==> config.mk <==
export PLATFORM = sky130hd
export DESIGN_NAME = next_pc_predictor_flat
export DESIGN_NICKNAME = d
export VERILOG_FILES = /design/src/rtl/next_pc_predictor_if.sv /design/src/rtl/next_pc_predictor.sv /design/src/flat_wrapper.sv
export SDC_FILE = /design/constraint.sdc
export NUM_CORES = 2
export LEC_CHECK = 0
export CAP_MARGIN = 20
export CELL_PAD_IN_SITES_DETAIL_PLACEMENT = 1
export CELL_PAD_IN_SITES_GLOBAL_PLACEMENT = 1
export CORE_MARGIN = 5
export CORE_UTILIZATION = 40
export CTS_CLUSTER_DIAMETER = 150
export DETAILED_ROUTE_END_ITERATION = 10
export PLACE_DENSITY = 0.61
export SLEW_MARGIN = 5
export SYNTH_ARGS = -nofsm -noshare
export SYNTH_HDL_FRONTEND = slang
export SYNTH_SLANG_ARGS = --single-unit
==> constraint.sdc <==
create_clock -name clk_i -period 44.7 [get_ports clk_i]
set_input_delay 8.94 -clock clk_i [delete_from_list [all_inputs] [get_ports clk_i]]
set_output_delay 8.94 -clock clk_i [all_outputs]
set_load 0.01 [all_outputs]
==> src/rtl/next_pc_predictor_if.sv <==
// next_pc_predictor_if: fetch-side and EX-resolve signals of the next-PC predictor.
interface next_pc_predictor_if;
  logic        stall_i;
  logic [31:0] pc_i;
  logic        ex_valid_i;
  logic [31:0] ex_pc_i;
  logic        ex_taken_i;
  logic [31:0] ex_target_i;
  logic        ex_pred_taken_i;
  logic [31:0] ex_pred_target_i;
  logic [31:0] pc_next_o;
  logic        pred_taken_o;
  logic [31:0] pred_target_o;
  logic        flush_o;
  logic [31:0] branch_cnt_o;
  logic [31:0] mispred_cnt_o;
  modport slave (
    input  stall_i, pc_i, ex_valid_i, ex_pc_i, ex_taken_i, ex_target_i,
           ex_pred_taken_i, ex_pred_target_i,
    output pc_next_o, pred_taken_o, pred_target_o, flush_o, branch_cnt_o, mispred_cnt_o
  );
  modport master (
    output stall_i, pc_i, ex_valid_i, ex_pc_i, ex_taken_i, ex_target_i,
           ex_pred_taken_i, ex_pred_target_i,
    input  pc_next_o, pred_taken_o, pred_target_o, flush_o, branch_cnt_o, mispred_cnt_o
  );
endinterface

==> src/rtl/next_pc_predictor.sv <==
// next_pc_predictor: direct-mapped BTB with 2-bit counters, EX redirect/flush and perf counters.
module next_pc_predictor #(
  parameter int ENTRIES = 16,
  parameter int INDEX_W = 4
) (
  input logic clk_i,
  input logic rst_i,
  next_pc_predictor_if.slave bus
);
  localparam int TAG_W = 32 - INDEX_W - 2;
  logic               valid [ENTRIES];
  logic [TAG_W-1:0]   tag   [ENTRIES];
  logic [31:0]        target[ENTRIES];
  logic [1:0]         ctr   [ENTRIES];
  logic [INDEX_W-1:0] l_idx, u_idx;
  logic               hit, u_hit, mispred, upd;
  logic [31:0]        seq_pc;
  logic [1:0]         u_ctr;
  always_comb begin
    l_idx  = bus.pc_i[INDEX_W+1:2];
    u_idx  = bus.ex_pc_i[INDEX_W+1:2];
    seq_pc = bus.pc_i + 32'd4;
    hit    = valid[l_idx] && tag[l_idx] == bus.pc_i[31:INDEX_W+2];
    u_hit  = valid[u_idx] && tag[u_idx] == bus.ex_pc_i[31:INDEX_W+2];
    u_ctr  = bus.ex_taken_i ? (ctr[u_idx] == 2'b11 ? 2'b11 : ctr[u_idx] + 2'd1)
                            : (ctr[u_idx] == 2'b00 ? 2'b00 : ctr[u_idx] - 2'd1);
    mispred = bus.ex_valid_i && (bus.ex_taken_i != bus.ex_pred_taken_i ||
              (bus.ex_taken_i && bus.ex_target_i != bus.ex_pred_target_i));
    upd    = bus.ex_valid_i && !bus.stall_i;
    bus.pred_taken_o  = hit && ctr[l_idx][1];
    bus.pred_target_o = hit ? target[l_idx] : seq_pc;
    bus.flush_o       = mispred;
    bus.pc_next_o     = mispred ? (bus.ex_taken_i ? bus.ex_target_i : bus.ex_pc_i + 32'd4)
                                : (bus.pred_taken_o ? bus.pred_target_o : seq_pc);
  end
  always_ff @(posedge clk_i or posedge rst_i) begin
    if (rst_i) begin
      for (int i = 0; i < ENTRIES; i++) begin
        valid[i]  <= 1'b0;
        tag[i]    <= '0;
        target[i] <= '0;
        ctr[i]    <= 2'b01;
      end
    end else if (upd) begin
      if (u_hit) begin
        ctr[u_idx] <= u_ctr;
        if (bus.ex_taken_i) target[u_idx] <= bus.ex_target_i;
      end else if (bus.ex_taken_i) begin
        valid[u_idx]  <= 1'b1;
        tag[u_idx]    <= bus.ex_pc_i[31:INDEX_W+2];
        target[u_idx] <= bus.ex_target_i;
        ctr[u_idx]    <= 2'b10;
      end
    end
  end
  always_ff @(posedge clk_i or posedge rst_i) begin
    if (rst_i) begin
      bus.branch_cnt_o  <= '0;
      bus.mispred_cnt_o <= '0;
    end else if (upd) begin
      bus.branch_cnt_o  <= bus.branch_cnt_o + {31'd0, bus.branch_cnt_o != '1};
      bus.mispred_cnt_o <= bus.mispred_cnt_o + {31'd0, mispred && bus.mispred_cnt_o != '1};
    end
  end
endmodule

==> src/flat_wrapper.sv <==
// flat-port wrapper written by rule: the top's interface ports become plain ports
module next_pc_predictor_flat 
#(
  parameter int ENTRIES = 16,
  parameter int INDEX_W = 4
)
  (clk_i, rst_i, bus_stall_i, bus_pc_i, bus_ex_valid_i, bus_ex_pc_i, bus_ex_taken_i, bus_ex_target_i, bus_ex_pred_taken_i, bus_ex_pred_target_i, bus_pc_next_o, bus_pred_taken_o, bus_pred_target_o, bus_flush_o, bus_branch_cnt_o, bus_mispred_cnt_o);
  next_pc_predictor_if bus_i ();
  input logic clk_i;
  input logic rst_i;
  input wire logic [$bits(bus_i.stall_i)-1:0] bus_stall_i;
  input wire logic [$bits(bus_i.pc_i)-1:0] bus_pc_i;
  input wire logic [$bits(bus_i.ex_valid_i)-1:0] bus_ex_valid_i;
  input wire logic [$bits(bus_i.ex_pc_i)-1:0] bus_ex_pc_i;
  input wire logic [$bits(bus_i.ex_taken_i)-1:0] bus_ex_taken_i;
  input wire logic [$bits(bus_i.ex_target_i)-1:0] bus_ex_target_i;
  input wire logic [$bits(bus_i.ex_pred_taken_i)-1:0] bus_ex_pred_taken_i;
  input wire logic [$bits(bus_i.ex_pred_target_i)-1:0] bus_ex_pred_target_i;
  output wire logic [$bits(bus_i.pc_next_o)-1:0] bus_pc_next_o;
  output wire logic [$bits(bus_i.pred_taken_o)-1:0] bus_pred_taken_o;
  output wire logic [$bits(bus_i.pred_target_o)-1:0] bus_pred_target_o;
  output wire logic [$bits(bus_i.flush_o)-1:0] bus_flush_o;
  output wire logic [$bits(bus_i.branch_cnt_o)-1:0] bus_branch_cnt_o;
  output wire logic [$bits(bus_i.mispred_cnt_o)-1:0] bus_mispred_cnt_o;
  assign bus_i.stall_i = bus_stall_i;
  assign bus_i.pc_i = bus_pc_i;
  assign bus_i.ex_valid_i = bus_ex_valid_i;
  assign bus_i.ex_pc_i = bus_ex_pc_i;
  assign bus_i.ex_taken_i = bus_ex_taken_i;
  assign bus_i.ex_target_i = bus_ex_target_i;
  assign bus_i.ex_pred_taken_i = bus_ex_pred_taken_i;
  assign bus_i.ex_pred_target_i = bus_ex_pred_target_i;
  assign bus_pc_next_o = bus_i.pc_next_o;
  assign bus_pred_taken_o = bus_i.pred_taken_o;
  assign bus_pred_target_o = bus_i.pred_target_o;
  assign bus_flush_o = bus_i.flush_o;
  assign bus_branch_cnt_o = bus_i.branch_cnt_o;
  assign bus_mispred_cnt_o = bus_i.mispred_cnt_o;
  next_pc_predictor #(.ENTRIES(ENTRIES), .INDEX_W(INDEX_W)) u_core (.clk_i(clk_i), .rst_i(rst_i), .bus(bus_i));
endmodule
* Word level (Yosys, flattened, before mapping) *
Cells that the tools add are included.

storage, ports and cells
  output and inout bits = 130
  register bits = 1040
  word-level logic and storage cells = 145
  input bits = 134

cells by class
  $add $sub $neg = 6
  eq/ne operators = 7
  reduce and logical (&&, ||, !) cells = 15
  magnitude comparators = 3
  bitwise operators = 7
  muxes and demuxes = 41

operator list
  kind                     count
  $bwmux W512              1
  $bwmux W416              1
  $mux W32                 9
  $bmux W26 S4             2
  $mux W26                 5
  $bmux W32 S4             1
  $demux W32 S4            1
  $demux W26 S4            1
  $add A32 B1 Y32          2
  $add A32 B3 Y32 const B  2
  $ne A32 B32 Y1 const B   2
  $eq A26 B26 Y1           2
  $bwmux W32               1
  $ne A32 B32 Y1           1
  $or A16 B16 Y16          2
  $and A16 B16 Y16         1
  $bmux W2 S4              2
  $mux W2                  8
  $not A16 Y16             1
  $ge A5 B5 Y1 const B     2
  $not A4 Y5               2
  $bmux W1 S4              2
  $demux W2 S4             1
  $logic_and A1 B1 Y1      8
  14 further kinds         19

* Depth between registers and ports, before layout *
  word-level depth = 9
  depth in mapped cells = 16
  depth with buffers taken out = 14

* Worst setup path after synthesis *
Ideal clock, no wire load.

  path type = in2out
  from = input port bus_pc_i[2]
  to = output port bus_pc_next_o[13]
  arrival = 12.201 ns
  cell stages on the path = 11
  slack = 23.559 ns
  path buffers = 3
  required time = 35.760 ns
  path through = buf_2 -> buf_2 -> mux4_2 -> mux4_2 -> xnor2_1 -> nand3_1 -> or4b_1 -> nor4_4 -> buf_6 -> nor3_1 -> a211oi_2

between the ends
  cells in the longest elaborated chain, start to end = 9
  elaborated cells between the ends (all ways) = 20
  classes of those cells = 1 x add/sub; 1 x eq/ne; 15 x mux; 1 x bitwise; 2 x reduce/logical

ends and longest elaborated chain
  what                                             line                                                                       RTL
  from (decl)                                      flat_wrapper.sv:12                                                         input wire logic [$bits(bus_i.pc_i)-1:0] bus_pc_i;
  $not A4 Y5 (not written as such)                 next_pc_predictor.sv:23, next_pc_predictor.sv:30, next_pc_predictor.sv:31
  $bmux W26 S4                                     next_pc_predictor.sv:23                                                    hit = valid[l_idx] && tag[l_idx] == bus.pc_i[31:INDEX_W+2];
  $mux W26 (not written as such) (2 in series)     next_pc_predictor.sv:23
  $eq A26 B26 Y1                                   next_pc_predictor.sv:23
  $logic_and A1 B1 Y1                              next_pc_predictor.sv:23
  $mux W32 or $logic_and A1 B1 Y1 (tied branches)  next_pc_predictor.sv:31, next_pc_predictor.sv:30
  $mux W32 (*)                                     next_pc_predictor.sv:34                                                    : (bus.pred_taken_o ? bus.pred_target_o : seq_pc);
  $mux W32 (*)                                     next_pc_predictor.sv:33                                                    bus.pc_next_o = mispred ? (bus.ex_taken_i ? bus.ex_target_i : bus.ex_pc_i + 32'd4)
  to (decl)                                        flat_wrapper.sv:19                                                         output wire logic [$bits(bus_i.pc_next_o)-1:0] bus_pc_next_o;

Mark *: on every way between the ends. The rest lies on a longest branch, timed or not. The select of a mux whose other input is x is not followed.

* Worst setup path after layout *
  from = input port bus_pc_i[3]
  to = output port bus_pred_target_o[16]

between the ends
  cells in the longest elaborated chain, start to end = 7
  elaborated cells between the ends (all ways) = 14
  classes of those cells = 1 x add/sub; 1 x eq/ne; 10 x mux; 1 x bitwise; 1 x reduce/logical

ends and longest elaborated chain
  what                                          line                                              RTL
  $not A4 Y5 (not written as such)              next_pc_predictor.sv:23, next_pc_predictor.sv:31
  $bmux W26 S4                                  next_pc_predictor.sv:23
  $mux W26 (not written as such) (2 in series)  next_pc_predictor.sv:23
  $eq A26 B26 Y1                                next_pc_predictor.sv:23
  $logic_and A1 B1 Y1                           next_pc_predictor.sv:23
  $mux W32 (*)                                  next_pc_predictor.sv:31                           bus.pred_target_o = hit ? target[l_idx] : seq_pc;
  to (decl)                                     flat_wrapper.sv:21                                output wire logic [$bits(bus_i.pred_target_o)-1:0] bus_pred_target_o;

Marks and branches as above.

==> results.toml <==
[outcome]
outcome = "complete, no violations"

[run]
max_cap_violations = 0

[global_routing]
globalRoute.totalOverflow = 0
grt_usage = 0.268
grt_pass1_wl_mm = 287
grt_pass1_vias = 38900
antenna_found_initial = 17
grt_max_degree = 183

[cts]
clk-insertion-delay-late_ns = 0.77
clockBufferDepth = 3
cts_resized = 0
cts.sinks = 1040
htree_levels = 3
cts_tree = "done"
root_buffer = "clkbuf_16"
cts_buffers = 119
cts_hold_buf = 0
postCtsSetupBuffers = 0
clkTransAtPathRegs_ns = 0.06

[floorplan]
initial_core_util = 0.401
die-area_sq_um = 145000
coreArea_sq_um = 137000
io_pins = 264
fp.dieW_um = 381
rows = 136
die_height_um = 381

[cells_and_area]
drive_gt1_frac = 0.373
area_growth_pct = 15.6
stdcell_count = 6004
fin_util = 0.464
final_common_cell = "dfrtp_1"
final_cell_mix = "dfrtp_1, mux2_2, mux4_2"
final_nets = 4239

[logic_synthesis]
synth-seq-area-share = 0.473
yosysUniqueCellTypes = 84
synth_edf_count = 0
syn_inst = 3975
synth_warnings = 0
syn_area_sq_um = 55000
synthesis.nets = 4118
avgSynthCellArea_sq_um = 13.8
async_flop_share = 1.00
ys_seq_elements = 1040
synth_flop_cell = "dfrtp_1"

[critical_path]
cp_data_required_time_ns = 35.76
r2r_cells = 10
critPathKind = "input port to primary output"
r2r-start = "u_core.tag[321]"
cp.arrival_ns = 15.32
crit_path_max_fanout = 53
crit_path_end_kind = "primary output"
reg2reg_slack_ns = 39.42
r2r_end = "u_core.tag[53]"
crit_path_start_kind = "input port"
startpoint = "bus_pc_i[3]"

[min_path]
min_from = "u_core.ctr[28]"
hold_depth = 2
whs_endpoint = "u_core.ctr[28]"
hp-class = "register to register"

[detailed_routing]
drt_iter0_drc = 2809
drt-pass1-iter-count = 5
routedWlPerCell_um = 32.5
vias = 36500
viasPerCell = 6.08
postRouteAntennaNets = 0
drc = 0
drt_wl_total_mm = 195

[timing]
worst_pin_slew_ns = 1.11
slew_headroom = 0.260
finalSetupTns_ns = 0
max_freq_mhz = 41.2
finalHoldWorstSlack_ns = 0.484
period_share = 0.543
clock_skew_ns = 0.0646
slew_violations = 0
setup_viol = 0
finalHoldViolations = 0
fin_crit_ns = 24.26
rsz0062_at_grt = "false"

[placement]
dp_cells = 5766
gp_congestion = 0.870
port_buffers = 263
dp_hpwl_mm = 124

[power]
p_leak_nw = 28.0
vdd_drop_max_mv = 0.0311
power_density_nw_per_um2 = 41.6
## synth_stat cells, types with 16 or more instances
| cell | n | area share |
|---|---|---|
| a21oi_1 | 33 | 0.0030 |
| a221oi_2 | 19 | 0.0052 |
| a22oi_1 | 35 | 0.0048 |
| and3_1 | 22 | 0.0025 |
| buf_1 | 78 | 0.0053 |
| buf_2 | 56 | 0.0051 |
| buf_4 | 36 | 0.0049 |
| clkbuf_1 | 190 | 0.013 |
| dfrtp_1 | 1024 | 0.47 |
| dfstp_2 | 16 | 0.0076 |
| inv_1 | 34 | 0.0023 |
| mux2_1 | 171 | 0.035 |
| mux2_2 | 811 | 0.17 |
| mux2i_1 | 169 | 0.031 |
| mux4_2 | 340 | 0.14 |
| nand2_1 | 145 | 0.0099 |
| nand2b_1 | 28 | 0.0032 |
| nand3_1 | 65 | 0.0059 |
| nand4_1 | 40 | 0.0045 |
| nor2_1 | 112 | 0.0076 |
| nor3_1 | 56 | 0.0051 |
| o21ai_0 | 40 | 0.0036 |
| xnor2_1 | 122 | 0.019 |
| xor2_1 | 59 | 0.0094 |
## cells by family after synthesis
group           synth area share
simple gates              0.0526
flops                      0.473
fa+ha+maj                0.00223
compound gates            0.0398
mux                        0.371
xor+xnor                  0.0288
buf+inv                   0.0327
## power by group
part           switching [mW]  internal [mW]  total [mW]  leakage (nW)
Sequential             0.0789           1.06        1.14          13.8
Combinational           0.218          0.231       0.449          12.1
Clock                   0.432          0.628        1.06          2.10
Total                   0.729           1.92        2.65          28.0
## worst max path at each step
stage	slack, ns	end	depth (start not counted)
floorplan	6.52	u_core.bus.branch_cnt_o[0]	1
global placement	20.50	bus_pred_target_o[27]	14
detailed placement	20.53	bus_pred_target_o[16]	14
CTS	20.48	bus_pred_target_o[16]	14
global route	20.28	bus_pred_target_o[16]	14
finish	20.44	bus_pred_target_o[16]	14
## registers in the layout, summed over array words and instances, names as in the netlist
signal,cells
u_core.target,512
u_core.bus.branch_cnt_o,32
u_core.bus.mispred_cnt_o,32
u_core.valid,16
u_core.tag,416
u_core.ctr,32
## critical path: stages
cell             delay (ns)
buf_8                  0.44
buf_4                  0.79
buf_4                  0.84
mux4_2                 0.47
xor2_1                 0.16
a221oi_1               0.22
nor3_1                 0.09
a2111oi_0              0.40
nor4bb_1               0.53
nand4_1                0.23
nor2_4                 0.70
buf_4                  0.49
mux2_2                 0.39
clkdlybuf4s50_1        0.49
## routing by layer
metal | vias to the layer above | part of all wire | track usage
li1 | 15100 | - | -
met1 | 20100 | 0.45 | 0.383
met2 | 1010 | 0.47 | 0.426
met3 | 250 | 0.060 | 0.0492
met4 | 12 | 0.026 | 0.0651
met5 | - | 0.00038 | 0
## per-stage QoR
stage / area [sq um] / worst slack (ns) / total power [mW]
2_1_floorplan: 55000 / 6.52 / 1.44
3_3_place_gp: 59300 / 20.50 / 1.59
3_5_place_dp: 59300 / 20.53 / 1.60
4_1_cts: 63600 / 20.48 / 2.68
5_1_grt: 63600 / 20.28 / 2.76
6_report: 63600 / 20.44 / 2.65
## final cells by class
cell class	instances	area (sq um)
antenna	11	27.5
clock buffer	161	3400
clock inverter	63	877
fill	13600	73500
inverter	36	143
multi-input combinational	2529	27400
sequential	1040	26000
tap	1794	2240
timing repair buffer	370	3540
(Power assumes the default switching activity.)
